==> src/rtl/grf_wb_arbiter.sv <==
// GRF write-port arbiter: merges the W-stage writeback and the late mult/div
// result. Optional `define GRF_WB_TRACE_EN prints each committed register write.
module grf_wb_arbiter #(
  parameter int unsigned DEPTH = 4,
  parameter int unsigned CW    = 3
) (
  input  logic          clk,
  input  logic          reset,
  input  logic          pipe_we,
  input  logic [4:0]    pipe_a3,
  input  logic [31:0]   pipe_wd,
  input  logic [31:0]   pipe_pc,
  input  logic          md_valid,
  output logic          md_ready,
  input  logic [4:0]    md_a3,
  input  logic [31:0]   md_wd,
  input  logic [31:0]   md_pc,
  output logic          grf_we,
  output logic [4:0]    grf_a3,
  output logic [31:0]   grf_wd,
  output logic [31:0]   grf_pc,
  output logic [CW-1:0] pend_cnt,
  output logic          busy
);
  localparam int unsigned PW = $clog2(DEPTH);

  logic [DEPTH-1:0] ent_valid;
  logic [4:0]       ent_a3 [DEPTH];
  logic [31:0]      ent_wd [DEPTH];
  logic [31:0]      ent_pc [DEPTH];
  logic [PW-1:0]    rd_ptr, wr_ptr;
  logic [CW-1:0]    cnt;

  logic             pipe_req, md_xfer, md_keep, fifo_empty, do_push, do_pop;
  logic [DEPTH-1:0] kill;

  assign md_ready = reset && (cnt < CW'(DEPTH));
  assign pend_cnt = cnt;
  assign busy     = (cnt != '0);

  always_comb begin
    pipe_req   = pipe_we && (pipe_a3 != '0);
    md_xfer    = md_valid && md_ready;
    md_keep    = md_xfer && (md_a3 != '0);
    fifo_empty = (cnt == '0);
    do_pop     = !pipe_req && !fifo_empty;
    // md results only enter the FIFO when they cannot be written this cycle
    do_push    = md_keep && (pipe_req || !fifo_empty);
    kill       = '0;
    for (int unsigned i = 0; i < DEPTH; i++)
      kill[i] = pipe_req && (ent_a3[PW'(i)] == pipe_a3);
  end

  always_ff @(posedge clk or negedge reset) begin
    if (!reset) begin
      ent_valid <= '0;
      rd_ptr    <= '0;
      wr_ptr    <= '0;
      cnt       <= '0;
      for (int unsigned i = 0; i < DEPTH; i++) begin
        ent_a3[PW'(i)] <= '0;
        ent_wd[PW'(i)] <= '0;
        ent_pc[PW'(i)] <= '0;
      end
    end else begin
      ent_valid <= ent_valid & ~kill;
      if (do_push) begin
        // a same-cycle pipe write to the same register supersedes this entry
        ent_valid[wr_ptr] <= !(pipe_req && (md_a3 == pipe_a3));
        ent_a3[wr_ptr]    <= md_a3;
        ent_wd[wr_ptr]    <= md_wd;
        ent_pc[wr_ptr]    <= md_pc;
        wr_ptr            <= wr_ptr + 1'b1;
      end
      if (do_pop)
        rd_ptr <= rd_ptr + 1'b1;
      if (do_push && !do_pop)
        cnt <= cnt + 1'b1;
      else if (!do_push && do_pop)
        cnt <= cnt - 1'b1;
    end
  end

  always_ff @(posedge clk or negedge reset) begin
    if (!reset) begin
      grf_we <= 1'b0;
      grf_a3 <= '0;
      grf_wd <= '0;
      grf_pc <= '0;
    end else if (pipe_req) begin
      grf_we <= 1'b1;
      grf_a3 <= pipe_a3;
      grf_wd <= pipe_wd;
      grf_pc <= pipe_pc;
    end else if (!fifo_empty) begin
      grf_we <= ent_valid[rd_ptr];
      if (ent_valid[rd_ptr]) begin
        grf_a3 <= ent_a3[rd_ptr];
        grf_wd <= ent_wd[rd_ptr];
        grf_pc <= ent_pc[rd_ptr];
      end
    end else if (md_keep) begin
      grf_we <= 1'b1;
      grf_a3 <= md_a3;
      grf_wd <= md_wd;
      grf_pc <= md_pc;
    end else begin
      grf_we <= 1'b0;
    end
  end

`ifdef GRF_WB_TRACE_EN
  always_ff @(posedge clk) begin
    if (grf_we && (grf_a3 != '0))
      $display("@%h: $%d <= %h", grf_pc, grf_a3, grf_wd);
  end
`endif

endmodule

==> config.mk <==
export PLATFORM = sky130hd
export DESIGN_NAME = grf_wb_arbiter
export DESIGN_NICKNAME = d
export VERILOG_FILES = /design/src/rtl/grf_wb_arbiter.sv
export SDC_FILE = /design/constraint.sdc
export NUM_CORES = 1
export LEC_CHECK = 0
export ABC_AREA = 0
export BUFFER_PORTS_ARGS = -buffer_cell sky130_fd_sc_hd__buf_2
export CORE_ASPECT_RATIO = 0.7
export CORE_MARGIN = 2
export CORE_UTILIZATION = 30
export DETAILED_ROUTE_END_ITERATION = 8
export PLACE_DENSITY = 0.58
export SYNTH_ARGS = -nofsm -noshare
export SYNTH_HDL_FRONTEND = slang
export SYNTH_SLANG_ARGS = --single-unit
==> constraint.sdc <==
create_clock -name clk -period 2.8 [get_ports clk]
set_input_delay 0.56 -clock clk [delete_from_list [all_inputs] [get_ports clk]]
set_output_delay 0.56 -clock clk [all_outputs]
set_load 0.02 [all_outputs]
==> metrics, run 1 <==
Die X 291 um; Setup WS pre-CTS approximately 0.023 ns; hold_buf cts 0; met3 WL roughly 2.3 mm; vias in the first global route between 10000 and 15000; critical path's most frequent cell buf_4; Die H between 200 and 250 um; Mapped Area around 0.017 sq mm; Worst-Margin Slew around 0.96 ns; Die Area ~0.059 sq mm; Detailed Place HPWL 27.9 mm; clock sinks between 300 and 400; Internal between 15 and 20 mW; Starting DRT DRC Count 332; slowest cell delay on critical path roughly 0.42 ns; first-pass GRT wire length 66.1 mm; Clk pwr share 0.213; Num CTS Buffers 40; area grow syn2layout 22.1%; WL per Instance 20.4 um; register share of total power 0.358; I/O Pins roughly 220; Metal-1 WL about 21 mm; Crit. End Element output pin; PortBufs about 220; Post-Syn Instances roughly 1100; Clock Tree Buf Depth 3; Switching Share 0.311; final worst slack ~0.22 ns; core outline area 0.0568 sq mm; largest net degree at the start of global routing between 150 and 200; Peak Freq ~0.39 GHz; effective utilization at floorplan 0.304; worst vdd ir approximately 0.45 mV; RSZ-0062 raised after global routing false; CP required ~2.2 ns; Leakage ~9.6 nW; total global routing overflow 0; Remaining DRCs 0; setup violators final 0; DRT Wirelength 42.6 mm; Tot GR Track Use 0.145; metal2 WL ~19 mm; Layout Nets about 1400; Rows 73; Resized Gates After CTS 0; slowest stage cell on the critical path dfrtp_1; delay-heaviest family, CP buffers and inverters; Logic pwr share 0.429; Tcrit/Tclk final 0.923; Final Critical Period around 2.6 ns; clk_lat worst skew 0.56 ns; Worst Skew approximately 0.015 ns; Max Cap Violations 0; Seq/Total Area, Yosys 0.518; Max-Slew Margin vs Limit 0.358; Worst Hold Class in2async; CTS tree yes; CP Launch Type flip-flop; FF+latch count, synth approximately 360; share of cells above drive strength 1 0.674; WS Path Type reg2out; setup_tns 0 ns; Synth warnings 0; Via density 4.76; FILL cells between 5000 and 6000; Yosys cell types 30; Setup Fix Bufs, Post-CTS 0; Slew Limit Fails 0; power per cell area approximately 1200 mW/mm^2; routed vias roughly 9900; status finished, final reports clean; DRT Pass-1 Iters 4; Mean Syn Cell Area between 15 and 20 sq um; Multi-input gate area slightly below 0.008 sq mm; CTS root buf clkbuf_16; worst-path cell chain nor3_1 -> buf_4 -> inv_4 -> buf_4 -> buf_2; post-route ant nets 0; Fin. Hold Viols 0; antenna violations before repair 11; DR top layer met5; syn_nets approximately 1200; Psw 7.95 mW; htree depth 2; routability congestion estimate between 0.7 and 0.8; Crit Path Max Fanout 24; Reg clk slew, reported paths about 0.060 ns; Register Area a little under 0.009 sq mm; WP data arrival 2.02 ns; CP Buf/Inv Count 4
==> cell families after synthesis <==
family / share of synthesized area
flip-flops: 0.518
adder cells (fa/ha/maj): 0.00479
multiplexers: 0.424
AND/OR/NAND/NOR: 0.00486
buffers and inverters: 0.0247
AO/OA/AOI/OAI: 0.00776
XOR/XNOR: 0.0157
==> worst register-to-register path, cell delays in order, from the launching register on <==
cell     delay [ns]
dfrtp_4        0.64
mux4_2         0.56
and2_1         0.18
a211o_4        0.35
buf_12         0.21
mux2_4         0.36
==> per-stage QoR <==
step | utilization | cell area [sq um] | std cells | hold slack [ns] | power, mW
after floorplan | - | 17300 | 1061 | 0.264 | 17.3
after global placement | 0.347 | 19700 | 2007 | 0.482 | 20.1
after detailed placement | 0.347 | 19700 | 2007 | 0.487 | 20.4
after CTS | 0.371 | 21000 | 2079 | 0.217 | 26.0
after global routing | 0.371 | 21100 | 2081 | 0.239 | 27.2
final | 0.371 | 21100 | 2084 | 0.194 | 25.6
==> metal layers <==
metal | track usage | vias up
met3 | 0.0345 | 58
met1 | 0.212 | 5228
li1 | - | 4439
met4 | 0.0339 | 8
met2 | 0.216 | 185
met5 | 0 | -
==> placed cells by master (no fill, tap or decap), types with 2 or more instances in the layout <==
master / netlist / final
inv_6: 0 / 3
buf_4: 1 / 26
mux4_2: 70 / 70
clkbuf_16: 0 / 41
o21ai_0: 3 / 2
clkbuf_8: 0 / 5
diode_2: 0 / 5
xor2_1: 12 / 12
mux2_2: 412 / 412
ha_1: 5 / 4
mux2_4: 69 / 69
o41ai_1: 4 / 4
mux2i_1: 6 / 6
inv_1: 3 / 3
clkinv_2: 0 / 5
clkbuf_1: 14 / 10
xnor2_1: 19 / 19
buf_12: 0 / 29
nand2_1: 3 / 3
bufinv_16: 0 / 4
dfrtp_4: 0 / 2
clkinv_4: 0 / 3
buf_2: 52 / 215
o211ai_4: 0 / 4
dfrtp_1: 357 / 355
nand3_1: 6 / 6
==> power groups by stage <==
stage,clock (mW),combinational [mW],sequential [mW]
2_1_floorplan,0,7.90,9.38
3_5_place_dp,0,11.1,9.25
4_1_cts,5.68,11.2,9.18
3_3_place_gp,0,11.0,9.12
6_report,5.45,11.0,9.15
5_1_grt,5.89,11.8,9.50
==> synthesized netlist by cell type <==
library cell,count,area share
o41ai_1,4,0.0020
and2_1,1,0.00036
ha_1,5,0.0036
o211ai_2,4,0.0029
o21ai_0,3,0.00087
nor4_1,1,0.00036
fa_1,1,0.0012
nand3_1,6,0.0017
nor2b_1,1,0.00036
xnor2_1,19,0.0097
mux2_2,412,0.27
or4_1,2,0.00087
nor3_1,1,0.00029
inv_1,3,0.00065
dfrtp_1,357,0.52
mux4_2,70,0.091
a21boi_0,1,0.00044
a211o_1,1,0.00051
buf_4,1,0.00044
nor2_1,1,0.00022
nand2_1,3,0.00065
buf_2,52,0.015
buf_6,8,0.0052
xor2_1,12,0.0061
mux2_4,69,0.060
clkinv_1,1,0.00022
o21a_1,1,0.00044
clkbuf_1,14,0.0030
mux2i_1,6,0.0035
o211a_1,1,0.00058
==> flip-flops by register name (all words and copies together) (netlist names), 3 cells and up <==
register,cells
grf_wd,32
ent_pc,128
ent_valid,4
ent_wd,128
grf_pc,32
pend_cnt,3
grf_a3,5
ent_a3,20
==> path summary, 6_finish.rpt <==
| check | from | to | slack, ns | depth (start not counted) |
|---|---|---|---|---|
| setup / recovery | pend_cnt[2]$_DFFE_PN0P_ | busy | 0.22 | 5 |
| hold / removal | reset | ent_wd[113]$_DFFE_PN0P_ | 0.19 | 2 |
| setup reg to reg | rd_ptr[0]$_DFFE_PN0P_ | grf_wd[4]$_DFFE_PN0P_ | 0.37 | 5 |
| hold reg to reg | ent_pc[45]$_DFFE_PN0P_ | ent_pc[45]$_DFFE_PN0P_ | 0.50 | 1 |
| max in group asynchronous | reset | grf_wd[4]$_DFFE_PN0P_ | 1.11 | 3 |
| min in group clk | md_pc[21] | ent_pc[117]$_DFFE_PN0P_ | 0.29 | 2 |
==> cell type report <==
cell class | instances | share of cell area
clock inverter | 16 | 0.00974
sequential | 357 | 0.425
clock buffer | 56 | 0.0538
timing repair buffer | 271 | 0.0886
multi-input combinational | 625 | 0.377
antenna | 5 | 0.000594
inverter | 4 | 0.000832
tap | 750 | 0.0446
(Power assumes the default switching activity.)
==> run 2: changes to the inputs <==
Settings changed: REMOVE_ABC_BUFFERS from default to 1.
==> metrics, run 2 (synthesis gave the netlist of run 1 again) <==
Tcrit/Tclk final 0.895 (-0.0283); CP required 3.24 ns (+1.00 ns); status finished, final reports clean; most frequent cells in the layout mux2_2 (412), dfrtp_1 (355), buf_2 (215); Max-Slew Margin vs Limit 0.249 (-0.110); register-to-register setup slack 0.29 ns (-0.08 ns); worst r2r src rd_ptr[0]$_DFFE_PN0P_; hold_buf cts 0 (unchanged); core outline area 0.0568 sq mm (unchanged); area grow syn2layout 21.2%; WL per Instance 20.0 um (-2.4%); Worst R2R Path Depth 5 (unchanged); Worst-Margin Slew 1.13 ns (+0.164 ns); antenna violations before repair 3 (-8); Metal-1 WL 20.3 mm (-2.6%); worst-path cell chain mux4_2 -> and2_1 -> a211o_4 -> buf_12 -> mux2_4; Slew Limit Fails 0 (unchanged); first-pass GRT wire length 65.0 mm (-1.6%); vias in the first global route 10600 (+0.85%); Clock Tree Buf Depth 3 (unchanged); Leakage 9.49 nW (-0.85%); effective utilization at floorplan 0.304 (unchanged); biggest regs ent_pc (128), ent_wd (128); Max Cap Violations 0 (unchanged); r2r endpoint grf_pc[20]$_DFFE_PN0P_; Crit. End Element flip-flop; CTS tree yes; I/O Pins 217 (unchanged); CP startpoint rd_ptr[0]$_DFFE_PN0P_; routability congestion estimate 0.707 (-3.1%); Setup Fix Bufs, Post-CTS 0 (unchanged); met3 WL 1.82 mm (-20%); WP data arrival 2.94 ns (+0.92 ns); Die Area 0.0594 sq mm (unchanged); Crit Path Max Fanout 39 (+63%); final instance area 0.0209 sq mm (-0.81%); htree depth 2 (unchanged); WS Path Type reg2reg; clk_lat worst skew 0.56 ns (about the same); CP Launch Type flip-flop; CTS root buf clkbuf_16; slowest cell delay on critical path 0.68 ns (+0.26 ns); total global routing overflow 0 (unchanged); Layout Nets 1434 (-0.90%); clock sinks 357 (unchanged); Num CTS Buffers 40 (unchanged); Reg clk slew, reported paths 0.06 ns (about the same); commonest non-fill, non-tap cell in the layout mux2_2; largest net degree at the start of global routing 165 (unchanged); Worst Skew 0.0211 ns (+0.00613 ns); Peak Freq 0.399 GHz (+3.2%); Starting DRT DRC Count 432 (+30%); Via density 4.77 (+0.19%); Resized Gates After CTS 0 (unchanged); Power, Total 25.7 mW (+0.50%); DRT Wirelength 41.3 mm (-3.2%); slowest stage cell on the critical path dfrtp_4; RSZ-0062 raised after global routing false; Detailed Place HPWL 26.5 mm (-4.9%); setup violators final 0 (unchanged); Worst Hold Class in2async; PortBufs 216 (unchanged); post-route ant nets 0 (unchanged); metal2 WL 18.4 mm (-1.3%); Die X 291 um (unchanged); share of cells above drive strength 1 0.674 (about the same); Fin. Hold Viols 0 (unchanged); Tot GR Track Use 0.141 (-0.00378); Setup WS pre-CTS -0.0415 ns (-0.0640 ns); worst vdd ir 0.455 mV (+2.2%); Die H 205 um (unchanged); routed vias 9856 (-0.63%); DRT Pass-1 Iters 4 (unchanged); Remaining DRCs 0 (unchanged); power per cell area 1230 mW/mm^2 (+1.3%); Placed Instance Area 0.0195 sq mm (-1.1%); Core Util, Final 0.368 (-0.00299); Rows 73 (unchanged); final worst slack 0.294 ns (+0.0794 ns); Final Critical Period 2.51 ns (-0.0794 ns); DR top layer met5
-- run 2: worst max-delay path, delay by kind of cell, from the launching register on --
family	cells	cell delay [ns]
and+or+nand+nor	1	0.18
muxes	2	0.92
buffers and inverters	1	0.19
AOI/OAI and AO/OA	1	0.34
DFF	1	0.68
-- run 2: area by class of cell --
type                       count  area [sq um]
clock buffer                  53          1170
multi-input combinational    625          7940
antenna                        1          2.50
timing repair buffer         258          1660
sequential                   357          8940
inverter                       4          17.5
tap                          750           938
clock inverter                19           224
fill                        5386         35900
-- run 2: worst max-delay path by stage --
stage | slack [ns] | to
6_report | 0.29 | grf_pc[20]$_DFFE_PN0P_
5_1_grt | 0.24 | grf_pc[6]$_DFFE_PN0P_
4_1_cts | 0.28 | grf_pc[14]$_DFFE_PN0P_
3_5_place_dp | -0.04 | ent_wd[83]$_DFFE_PN0P_
3_3_place_gp | -0.01 | ent_pc[77]$_DFFE_PN0P_
2_1_floorplan | -5.95 | pend_cnt[1]$_DFFE_PN0P_
-- run 2: metal layers --
| metal | vias to the layer above | global-route usage |
|---|---|---|
| met5 | - | 0 |
| met4 | 2 | 0.0316 |
| met3 | 56 | 0.0318 |
| met2 | 189 | 0.216 |
| met1 | 5202 | 0.203 |
| li1 | 4407 | - |
-- run 2: power by group --
part	switching, mW	internal [mW]	total, mW
combinational	4.35	6.65	11.0
clock	2.25	3.33	5.58
sequential	1.42	7.74	9.16
total	8.02	17.7	25.7
-- run 2: metrics by stage --
step / TNS, ns / cells / hold slack (ns)
after detailed placement: -2.58 / 1994 / 0.488
after CTS: 0 / 2066 / 0.0513
after global routing: 0 / 2066 / 0.0656
after global placement: -0.478 / 1994 / 0.482
after floorplan: -1124.89 / 986 / 0.264
final: 0 / 2067 / 0.0494
